<file path="src/rtl/gshare_bht_pkg.sv">
// rtl/gshare_bht_pkg.sv - shared gshare branch predictor types, constants and index function
package gshare_bht_pkg;

  typedef struct packed {
    logic       valid;
    logic [1:0] cnt;
  } bht_entry_t;

  localparam logic [1:0] WEAK_NT = 2'b01;
  localparam logic [1:0] WEAK_T  = 2'b10;

  // pc[ofs+idx_w-1:ofs] ^ hist, with hist already narrower than the index
  function automatic logic [31:0] gshare_idx(input logic [63:0] pc,
                                             input logic [31:0] hist,
                                             input int          idx_w,
                                             input int          ofs);
    return 32'(((pc >> ofs) ^ 64'(hist)) & ((64'd1 << idx_w) - 64'd1));
  endfunction

endpackage

</file>
<file path="src/rtl/gshare_bht_sat_counter2.sv">
// rtl/gshare_bht_sat_counter2.sv - next-value logic for a 2-bit saturating direction counter
module sat_counter2
  import gshare_bht_pkg::*;
(
  input  logic       valid_i,
  input  logic [1:0] cnt_i,
  input  logic       taken_i,
  output logic [1:0] cnt_o
);

  always_comb begin
    cnt_o = cnt_i;
    if (!valid_i) begin
      // first allocation lands on the weak side of the observed direction
      cnt_o = taken_i ? WEAK_T : WEAK_NT;
    end else if (taken_i) begin
      cnt_o = (cnt_i == 2'b11) ? cnt_i : cnt_i + 2'd1;
    end else begin
      cnt_o = (cnt_i == 2'b00) ? cnt_i : cnt_i - 2'd1;
    end
  end

endmodule

</file>
<file path="src/rtl/gshare_bht.sv">
// rtl/gshare_bht.sv - gshare branch history table with speculative GHR and mispredict restore
module gshare_bht
  import gshare_bht_pkg::*;
#(
  parameter int VLEN    = 32,
  parameter int ENTRIES = 32,
  parameter int HIST    = 3,
  parameter bit RVC     = 1'b1
) (
  input  logic            clk_i,
  input  logic            rst_ni,
  input  logic            flush_bp_i,
  input  logic            debug_mode_i,
  input  logic [VLEN-1:0] vpc_i,
  output logic            pred_valid_o,
  output logic            pred_taken_o,
  output logic [HIST-1:0] pred_ghr_o,
  input  logic            spec_push_i,
  input  logic            spec_taken_i,
  input  logic            res_valid_i,
  input  logic [VLEN-1:0] res_pc_i,
  input  logic            res_taken_i,
  input  logic            res_mispredict_i,
  input  logic [HIST-1:0] res_ghr_i
);

  localparam int IDX_W = $clog2(ENTRIES);
  localparam int OFS   = RVC ? 1 : 2;

  if (HIST < 1 || HIST > IDX_W) begin : g_hist_range_chk
    $error("gshare_bht: HIST must satisfy 1 <= HIST <= IDX_W");
  end

  bht_entry_t table_q [ENTRIES];
  bht_entry_t table_d [ENTRIES];
  logic [HIST-1:0] ghr_q, ghr_d;

  logic [31:0]      lk_raw, res_raw;
  logic [IDX_W-1:0] lk_idx, res_idx;
  logic [1:0]       upd_cnt;
  logic [HIST:0]    restore_shift, spec_shift;
  logic             unused_idx_hi;

  assign lk_raw  = gshare_idx(64'(vpc_i), 32'(ghr_q), IDX_W, OFS);
  assign res_raw = gshare_idx(64'(res_pc_i), 32'(res_ghr_i), IDX_W, OFS);
  assign lk_idx  = lk_raw[IDX_W-1:0];
  assign res_idx = res_raw[IDX_W-1:0];
  assign unused_idx_hi = ^{lk_raw[31:IDX_W], res_raw[31:IDX_W]};

  assign pred_valid_o = table_q[lk_idx].valid;
  assign pred_taken_o = table_q[lk_idx].cnt[1];
  assign pred_ghr_o   = ghr_q;

  sat_counter2 u_sat_counter2 (
    .valid_i (table_q[res_idx].valid),
    .cnt_i   (table_q[res_idx].cnt),
    .taken_i (res_taken_i),
    .cnt_o   (upd_cnt)
  );

  // shifting through a HIST+1 wide vector keeps HIST = 1 legal
  assign restore_shift = {res_ghr_i, res_taken_i};
  assign spec_shift    = {ghr_q, spec_taken_i};

  always_comb begin
    table_d = table_q;
    if (flush_bp_i) begin
      for (int i = 0; i < ENTRIES; i++) begin
        table_d[i] = '{valid: 1'b0, cnt: WEAK_NT};
      end
    end else if (res_valid_i && !debug_mode_i) begin
      table_d[res_idx] = '{valid: 1'b1, cnt: upd_cnt};
    end
  end

  always_comb begin
    ghr_d = ghr_q;
    if (flush_bp_i) begin
      ghr_d = '0;
    end else if (debug_mode_i) begin
      ghr_d = ghr_q;
    end else if (res_valid_i && res_mispredict_i) begin
      ghr_d = restore_shift[HIST-1:0];
    end else if (spec_push_i) begin
      ghr_d = spec_shift[HIST-1:0];
    end
  end

  always_ff @(posedge clk_i or negedge rst_ni) begin
    if (!rst_ni) begin
      for (int i = 0; i < ENTRIES; i++) begin
        table_q[i] <= '{valid: 1'b0, cnt: WEAK_NT};
      end
      ghr_q <= '0;
    end else begin
      table_q <= table_d;
      ghr_q   <= ghr_d;
    end
  end

endmodule

</file>
<file path="config.mk">
export PLATFORM = sky130hd
export DESIGN_NAME = gshare_bht
export DESIGN_NICKNAME = d
export VERILOG_FILES = /design/src/rtl/gshare_bht_pkg.sv /design/src/rtl/gshare_bht_sat_counter2.sv /design/src/rtl/gshare_bht.sv
export SDC_FILE = /design/constraint.sdc
export NUM_CORES = 1
export LEC_CHECK = 0
export ABC_CLOCK_PERIOD_IN_PS = 3000
export BUFFER_PORTS_ARGS = -buffer_cell sky130_fd_sc_hd__buf_4
export CORE_MARGIN = 3
export CORE_UTILIZATION = 58
export CTS_BUF_LIST = sky130_fd_sc_hd__clkbuf_16
export DETAILED_ROUTE_END_ITERATION = 6
export PLACE_DENSITY = 0.79
export SKIP_CTS_REPAIR_TIMING = 1
export SLEW_MARGIN = 40
export SYNTH_ARGS = -nofsm -noshare
export SYNTH_HDL_FRONTEND = slang
export SYNTH_SLANG_ARGS = --single-unit
export TNS_END_PERCENT = 30
</file>
<file path="constraint.sdc">
create_clock -name clk_i -period 3 [get_ports clk_i]
set_input_delay 0.15 -clock clk_i [delete_from_list [all_inputs] [get_ports clk_i]]
set_output_delay 0.15 -clock clk_i [all_outputs]
set_load 0.1 [all_outputs]
</file>
==> metrics <==
critical path required time 2.85 ns; Sw Ratio 0.294; area of the multi-input gates 0.00302 mm²; FP Rows 35; Hold Path Class in -> reg; first-pass GRT wire length 27,500 µm; Filler cells 722; # setup viols final 0; Tcrit/Tclk final 0.979; I/O Pins 81; area leader, netlist dfrtp_1; Root Buffer clkbuf_16; Flop pwr share 0.460; antenna viol nets, final 0; worst skew pair latency 0.35 ns; CTS max path bufs 2; Leak 2.57 nW; DRC errors left 0; max cap viols 0; count leader, synth nor2_1; yosys warns 0; critical path endpoint category output port; WL/cell 21.9 µm; placed cell count 781; post-synthesis register bit count 99; core region area 0.00937 mm²; vias in the first global route 5,213; CTS H-tree lvls 3; Overall Power 2.96 mW; WHS 0.0676 ns; arrival time worst endpoint 2.79 ns; fin. max-slew vios 0; Worst setup SP type flop; final worst slack 0.0626 ns; Avg Synthesized Cell Area 8.97 µm²; GRT Total Usage 0.323; Synth area leaders dfrtp_1 (30%), dfstp_2 (15%), mux4_2 (8.8%); post-synthesis sequential area ratio 0.446; Setup TNS 0 ns; number of vias per cell 6.76; ANT cells 0; post-synthesis async set-or-reset flop share 1.00; TritonCTS Buffers 9; CTS tree done; Die Wd 105 µm; nets 740; critical path class reg -> out; worst vdd ir 401 µV; clk sinks 99; fmax 340 MHz; Min Clock Period, post-route 2.94 ns; Clock transition at path regs 0.07 ns; Psw 870 µW; Internal Pwr Total 2.09 mW; slew margin rel. 0.451; Initial DRC Count 780; global route overflow 0; via count 5,391; final hold violation count 0; Starting Density 0.603; DIE HEIGHT 105 µm; drt pass-1 iters 6; DP Worst Slack -0.137 ns; synth cell count leaders nor2_1 (117), nand2_1 (110), a21oi_1 (68); status complete, no violations; Net Count, Synth 706; Logic pwr share 0.177; pwr dens 457 mW/mm²; fraction of layout instances using a drive strength above 1 0.208; placer congestion estimate 1.01; Slew @ Worst Pin 0.821 ns; library cells used by synthesis 33; Main synth FF type dfrtp_1; Post-synth EDFFs 0; antenna violations before repair 0; Port Buffer Count 26; largest net degree at the start of global routing 100; crit path max fanout 8; Syn Std Cell Area 0.00565 mm²; DP HPWL 12,300 µm; total routed wirelength 17,500 µm; Area Overhead vs Synth 14.7%; die area 0.0110 mm²; Clk pwr share 0.362; Synth top area share 0.297; Seq. cell area 0.00252 mm²; Non-Filler Instances 798; clock skew 0.0117 ns; cell count after synthesis 630
## kinds of logic (layout without fill, tap and decap cells)
group / Yosys count / count (layout) / synth area share
AND/OR/NAND/NOR: 278 / 278 / 0.201
AO/OA/AOI/OAI: 152 / 152 / 0.163
XOR/XNOR: 10 / 10 / 0.0155
multiplexers: 55 / 55 / 0.147
flip-flops: 99 / 99 / 0.446
buffers and inverters: 36 / 75 / 0.0272
## critical path: stages (launching register included)
cell	delay, ns
dfrtp_2	0.46
xor2_1	0.14
buf_4	0.25
mux4_2	0.58
mux4_2	0.49
mux2_2	0.28
buf_4	0.23
## worst paths after layout
| kind | start | to | slack [ns] | depth (start not counted) |
|---|---|---|---|---|
| min in group asynchronous | rst_ni | table_q[7] | 0.41 | 2 |
| max reg2reg | table_q[44] | table_q[73] | 0.39 | 8 |
| max | pred_ghr_o[0] | pred_valid_o | 0.06 | 6 |
| min reg2reg | table_q[89] | table_q[89] | 0.53 | 2 |
| max in group asynchronous | rst_ni | table_q[15] | 1.76 | 3 |
| min | spec_taken_i | pred_ghr_o[0] | 0.07 | 3 |
## state kept, by name, summed over array words and instances (netlist names)
name / flops
pred_ghr_o: 3
table_q: 96
## power by group through the flow
| stage | Clock (mW) | Sequential [mW] | Combinational (mW) |
|---|---|---|---|
| 3_5_place_dp | 0 | 1.39 | 0.505 |
| 5_1_grt | 1.13 | 1.36 | 0.551 |
| 2_1_floorplan | 0 | 1.41 | 0.273 |
| 4_1_cts | 1.08 | 1.36 | 0.508 |
| 3_3_place_gp | 0 | 1.39 | 0.490 |
| 6_report | 1.07 | 1.36 | 0.525 |
## cell type report
class	count	area share
multi-input cells	495	0.466
inverters	1	0.000579
repair buffers	58	0.0784
well taps	129	0.0249
flip-flops and latches	99	0.389
clock buffers	9	0.0347
clock inverters	7	0.00695
## cell usage in the layout (no fill, tap or decap), types with 2 or more instances in the layout
master,netlist,final
nor2_1,117,117
xor2_1,6,5
nand3_1,13,13
o21ai_0,32,32
buf_6,0,2
a32oi_1,4,4
a2111oi_0,3,3
inv_1,1,2
dfrtp_2,0,2
a311oi_1,3,3
dfstp_2,32,32
a22oi_1,6,6
mux4_2,22,22
clkinv_2,0,3
nor2b_1,3,3
mux2i_1,29,29
nand2b_1,4,4
dfrtp_1,67,65
buf_4,2,50
nand2_1,110,110
xnor2_2,0,2
a21oi_1,68,68
buf_12,0,5
clkinv_4,0,2
o211ai_1,32,32
mux2_2,4,4
nor3_1,20,20
nand4_1,8,8
clkbuf_16,0,9
xnor2_1,4,2
## metrics by stage
| step | instance area (µm²) | utilization |
|---|---|---|
| after global placement | 6190 | 0.660 |
| after detailed placement | 6190 | 0.661 |
| after floorplan | 5650 | - |
| after CTS | 6460 | 0.689 |
| after global routing | 6480 | 0.692 |
| final | 6480 | 0.692 |
## per-layer routing
layer,wire length [µm],global-route usage,up-vias
met5,0,0,-
met4,745,0.117,0
met3,1730,0.0809,82
met2,8490,0.534,370
met1,6530,0.416,2618
li1,-,-,2321
Note: power is estimated with default switching activity, not from simulation.
